`src/rtl/gcd_array.sv`:
```
// Array of subtractive-Euclid GCD engines behind one val/rdy operand port and one
// val/rdy result port. Requests are dispatched round-robin and retire in issue order.
module gcd_array #(
    parameter int unsigned W         = 16,
    parameter int unsigned NUM_UNITS = 4
) (
    input  logic                             clk,
    input  logic                             reset,
    input  logic [W-1:0]                     operands_bits_A,
    input  logic [W-1:0]                     operands_bits_B,
    input  logic                             operands_val,
    output logic                             operands_rdy,
    output logic [W-1:0]                     result_bits_data,
    output logic                             result_val,
    input  logic                             result_rdy,
    output logic [$clog2(NUM_UNITS+1)-1:0]   outstanding
);

    localparam int unsigned PW = (NUM_UNITS > 1) ? $clog2(NUM_UNITS) : 1;
    localparam int unsigned OW = $clog2(NUM_UNITS + 1);
    localparam logic [PW-1:0] LAST_PTR = PW'(NUM_UNITS - 1);

    typedef enum logic [1:0] {
        S_IDLE = 2'd0,
        S_CALC = 2'd1,
        S_DONE = 2'd2
    } eng_state_e;

    eng_state_e     state_q [NUM_UNITS];
    eng_state_e     state_d [NUM_UNITS];
    logic [W-1:0]   a_q     [NUM_UNITS];
    logic [W-1:0]   a_d     [NUM_UNITS];
    logic [W-1:0]   b_q     [NUM_UNITS];
    logic [W-1:0]   b_d     [NUM_UNITS];

    logic [PW-1:0]  disp_ptr_q, disp_ptr_d;
    logic [PW-1:0]  ret_ptr_q, ret_ptr_d;
    logic [OW-1:0]  cnt_q, cnt_d;
    logic           rdy_q, rdy_d;
    logic           val_q, val_d;
    logic [W-1:0]   data_q, data_d;

    logic           accept;
    logic           retire;

    function automatic logic [PW-1:0] ptr_inc(input logic [PW-1:0] p);
        return (p == LAST_PTR) ? '0 : p + PW'(1);
    endfunction

    // Engine FSMs, pointers, occupancy and the next value of every registered output.
    always_comb begin
        accept     = operands_val & rdy_q;
        retire     = val_q & result_rdy;
        disp_ptr_d = disp_ptr_q;
        ret_ptr_d  = ret_ptr_q;
        cnt_d      = cnt_q;

        for (int i = 0; i < NUM_UNITS; i++) begin
            state_d[i] = state_q[i];
            a_d[i]     = a_q[i];
            b_d[i]     = b_q[i];
            case (state_q[i])
                S_IDLE: begin
                    if (accept && (disp_ptr_q == PW'(i))) begin
                        a_d[i]     = operands_bits_A;
                        b_d[i]     = operands_bits_B;
                        state_d[i] = S_CALC;
                    end
                end
                S_CALC: begin
                    if (a_q[i] < b_q[i]) begin
                        a_d[i] = b_q[i];
                        b_d[i] = a_q[i];
                    end else if (b_q[i] != '0) begin
                        a_d[i] = a_q[i] - b_q[i];
                    end else begin
                        state_d[i] = S_DONE;
                    end
                end
                S_DONE: begin
                    if (retire && (ret_ptr_q == PW'(i))) begin
                        state_d[i] = S_IDLE;
                    end
                end
                default: state_d[i] = S_IDLE;
            endcase
        end

        if (accept) begin
            disp_ptr_d = ptr_inc(disp_ptr_q);
        end
        if (retire) begin
            ret_ptr_d = ptr_inc(ret_ptr_q);
        end

        case ({accept, retire})
            2'b10:   cnt_d = cnt_q + OW'(1);
            2'b01:   cnt_d = cnt_q - OW'(1);
            default: cnt_d = cnt_q;
        endcase

        // Outputs are registered copies of what the decode of next state will show.
        rdy_d  = (state_d[disp_ptr_d] == S_IDLE);
        val_d  = (state_d[ret_ptr_d] == S_DONE);
        data_d = val_d ? a_d[ret_ptr_d] : '0;
    end

    always_ff @(posedge clk) begin
        if (reset) begin
            for (int i = 0; i < NUM_UNITS; i++) begin
                state_q[i] <= S_IDLE;
                a_q[i]     <= '0;
                b_q[i]     <= '0;
            end
            disp_ptr_q <= '0;
            ret_ptr_q  <= '0;
            cnt_q      <= '0;
            rdy_q      <= 1'b1;
            val_q      <= 1'b0;
            data_q     <= '0;
        end else begin
            for (int i = 0; i < NUM_UNITS; i++) begin
                state_q[i] <= state_d[i];
                a_q[i]     <= a_d[i];
                b_q[i]     <= b_d[i];
            end
            disp_ptr_q <= disp_ptr_d;
            ret_ptr_q  <= ret_ptr_d;
            cnt_q      <= cnt_d;
            rdy_q      <= rdy_d;
            val_q      <= val_d;
            data_q     <= data_d;
        end
    end

    assign operands_rdy     = rdy_q;
    assign result_val       = val_q;
    assign result_bits_data = data_q;
    assign outstanding      = cnt_q;

endmodule

```
`config.mk`:
```
export PLATFORM = sky130hd
export DESIGN_NAME = gcd_array
export DESIGN_NICKNAME = d
export VERILOG_FILES = /design/src/rtl/gcd_array.sv
export SDC_FILE = /design/constraint.sdc
export NUM_CORES = 1
export LEC_CHECK = 0
export ABC_AREA = 1
export CAP_MARGIN = 30
export CORE_MARGIN = 2
export CORE_UTILIZATION = 55
export CTS_BUF_LIST = sky130_fd_sc_hd__clkbuf_4 sky130_fd_sc_hd__clkbuf_8 sky130_fd_sc_hd__clkbuf_16
export DETAILED_ROUTE_END_ITERATION = 12
export GPL_TIMING_DRIVEN = 0
export PLACE_DENSITY = 0.76
export SYNTH_ARGS = -nofsm -noshare
export SYNTH_HDL_FRONTEND = slang
export SYNTH_SLANG_ARGS = --single-unit
```
`constraint.sdc`:
```
create_clock -name clk -period 2.4 [get_ports clk]
set_clock_uncertainty 0.15 [all_clocks]
set_input_delay 0.48 -clock clk [delete_from_list [all_inputs] [get_ports clk]]
set_output_delay 0.48 -clock clk [all_outputs]
set_load 0.02 [all_outputs]
```
==> flow_summary.ini <==
[synth]
synthAdderAreaFrac_pct = 7.29
netlist_instances = 2323
synth_top_area_share_pct = 23.2
synth-seq-area-share_pct = 23.2
synthSimpleGateAreaFrac_pct = 38.7
synth_compound_area_share_pct = 17.6
synthMuxAreaShare_pct = 0
synth_seq_cells = 161
synth_top_family_by_area = simple AND/OR/NAND/NOR gates
synth_cell_types = 50
syn-cell-area_mm2 = 0.0139
synth_xor_area_share_pct = 0.441
yosysTopAreaCell = dfxtp_1
yosysMostFrequentCell = nand2_1
synth_area_leaders = dfxtp_1 (23%), nand2_1 (20%), inv_1 (9.6%)
synth-edff-count = 0
synthArstFlopShare_pct = 0
avgSynthCellArea_um2 = 5.99
syn_nets = 2437
yosys-top-cells-count = nand2_1 (737), inv_1 (357), nand3_1 (214)
ys.flop_type = dfxtp_1
yosysWarnings = 0

[routing]
met3WireLength_mm = 6.08
drtIter0Drc = 2183
first_pass_iters = 9
wl_met2_mm = 24.1
top_layer = met4
wirelength_mm = 56.4
via_per_inst = 5.97
wire_per_inst_um = 20.0
ant_nets = 0
num_vias = 16781
drc = 0
met1_length_mm = 22.4

[sta]
slew_headroom_pct = 34.4
max_freq_mhz = 373
worst_hold_slack_ns = 0.343
rsz0062_at_grt = true
finalSetupTns_ns = -8.22
final-setup-viol-count = 64
fin_ws_ns = -0.278
worst_pin_slew_ns = 0.984
drv_slew = 0
period_share_pct = 112
finalCriticalPeriod_ns = 2.68
hold_viol = 0

[clock_tree]
cts_tree = yes
cts_root_buf = clkbuf_16
htreeDepth = 4
clkSlewWorstSetupHoldPaths_ns = 0.07
cts_made_buffers = 17
clock-sinks = 161
worst_skew_pair.late_latency_ns = 0.45
cts_buffer_depth = 2
holdBufCountCts = 0

[pwr]
peakVddDrop_uv = 1620
power.total_mw = 32.0
power.density_mw_per_mm2 = 1800
p_leak_nw = 8.33

[run_status]
status = complete, but fails checks
violations = setup timing

[setup_path]
required_ns = 2.60
rr_startpoint = a_q[1][0]$_SDFF_PP0_
cp_cell_sequence = inv_2 -> ha_4 -> fa_2 -> inv_2 -> nand3_2 -> nand2_2 -> nand2_4 -> nand2_4 -> nand2_4 -> nand3_4 -> nor2_1 -> nor2_1 -> nand4_1 -> nand3_1 -> nand2_1 -> nand2_1 -> inv_1
cp_common_cell = nand2_4
worstSetupStartpointType = flop
cp-end-kind = flop
cp-startpoint = a_q[1][0]$_SDFF_PP0_
cpPeakStageDelay_ns = 0.36
critical_path.max_fanout = 7
cp.arrival_ns = 2.88
path_class = reg -> reg
reg2reg_to = result_bits_data[2]$_SDFF_PP0_
cp_slowest_cell = fa_2
worstRegToRegCells = 17
rrSetupSlack_ns = -0.28

[global_routing]
antenna_found_initial = 0
grt_use_total_pct = 40.7
grt-ovfl-total = 0
grt_max_degree = 17
grt_pass1_wl_mm = 82.7
grt_pass1_vias = 14945

[place]
gp_congestion = 1.04
placed_area_mm2 = 0.0149
hpwlAfterDp_mm = 41.3
port_buffers = 55

[die]
die_h_um = 163
pin_count = 57
dieArea_mm2 = 0.0266
die_x_um = 163
core-area_mm2 = 0.0250
start_util_pct = 55.6
row_count = 58

[layout]
final_core_util_pct = 70.9
area_delta_synth_final_pct = 27.6
design_area_mm2 = 0.0177
nets = 2583
drive_gt1_share_pct = 19.9

[job]
drv_cap = 0

[worst_hold_path]
worstHoldStart = outstanding[2]$_SDFFE_PP0P_
holdPathStages = 2
hold_class = reg -> reg
min_to = outstanding[2]$_SDFFE_PP0P_
cells in the final DEF (no fill, tap or decap), types with 45 or more instances in the layout:
cell type | Yosys | layout
nand2_1 | 737 | 698
inv_1 | 357 | 334
nand3_1 | 214 | 172
nor2_1 | 150 | 139
dfxtp_1 | 161 | 127
o21ai_0 | 116 | 89
a21oi_1 | 89 | 78
a31oi_1 | 67 | 63
nand4_1 | 59 | 59
clkdlybuf4s50_1 | 0 | 55
buf_4 | 3 | 52
nand3_2 | 8 | 45
power breakdown:
part / total (mW) / internal, mW / switching [mW]
Clock: 2.79 / 1.50 / 1.29
Combinational: 24.9 / 9.63 / 15.3
Sequential: 4.32 / 3.46 / 0.863
Total: 32.0 / 14.6 / 17.4
area by class of cell:
class,instances,area (um^2)
multi-input cells,1710,10300
clock inverters,12,123
diodes,1,2.50
flip-flops and latches,161,3270
inverters,375,1450
plain buffers,75,474
clock buffers,20,454
repair buffers,129,1280
fillers,2190,7290
well taps,330,413
registers in the layout, indices dropped and copies added (netlist names):
register,count
a_q,64
b_q,64
disp_ptr_q,2
operands_rdy,1
outstanding,3
result_bits_data,16
result_val,1
ret_ptr_q,2
state_q,8
per-stage QoR:
step | instances | setup WS (ns)
6_report | 2813 | -0.278
5_1_grt | 2812 | -0.333
4_1_cts | 2787 | -0.220
3_5_place_dp | 2708 | -0.818
3_3_place_gp | 2708 | -0.797
2_1_floorplan | 2323 | 0.00197
worst max path at each step:
stage,endpoint,slack (ns),cells past startpoint
final,result_bits_data[2]$_SDFF_PP0_,-0.28,17
after global routing,result_bits_data[15]$_SDFF_PP0_,-0.33,18
after global placement,result_bits_data[5]$_SDFF_PP0_,-0.80,9
after CTS,result_bits_data[14]$_SDFF_PP0_,-0.22,17
after detailed placement,result_bits_data[5]$_SDFF_PP0_,-0.82,9
after floorplan,result_bits_data[15]$_SDFF_PP0_,0.002,17
timing repair:
item	in CTS	in global routing
setup endpoints to repair	150	132
setup buffers	44	26
endpoints found under the hold margin	0	0
resized for setup	176	224
pin swaps	43	65
gates cloned	3	3
per-layer routing:
layer  global-route usage (%)  vias up
li1                         -     7882
met1                     54.8     7728
met2                     61.1      958
met3                     7.16      213
met4                     24.2        0
met5                        0        -
worst max-delay path: cells and delay by family (launching register included):
kind | cells | cell delay, ns
and+or+nand+nor | 12 | 1.40
DFF | 1 | 0.34
adders and majority gates | 2 | 0.51
buffers and inverters | 3 | 0.18
kinds of logic (layout without fill, tap and decap cells):
group,after synthesis,in the layout
xor gates and xnor gates,7,7
other,0,1
adders and majority gates,78,78
DFF,161,161
AOI/OAI and AO/OA,383,383
buffers and inverters,452,611
and+or+nand+nor,1242,1242
(Power assumes the default switching activity.)
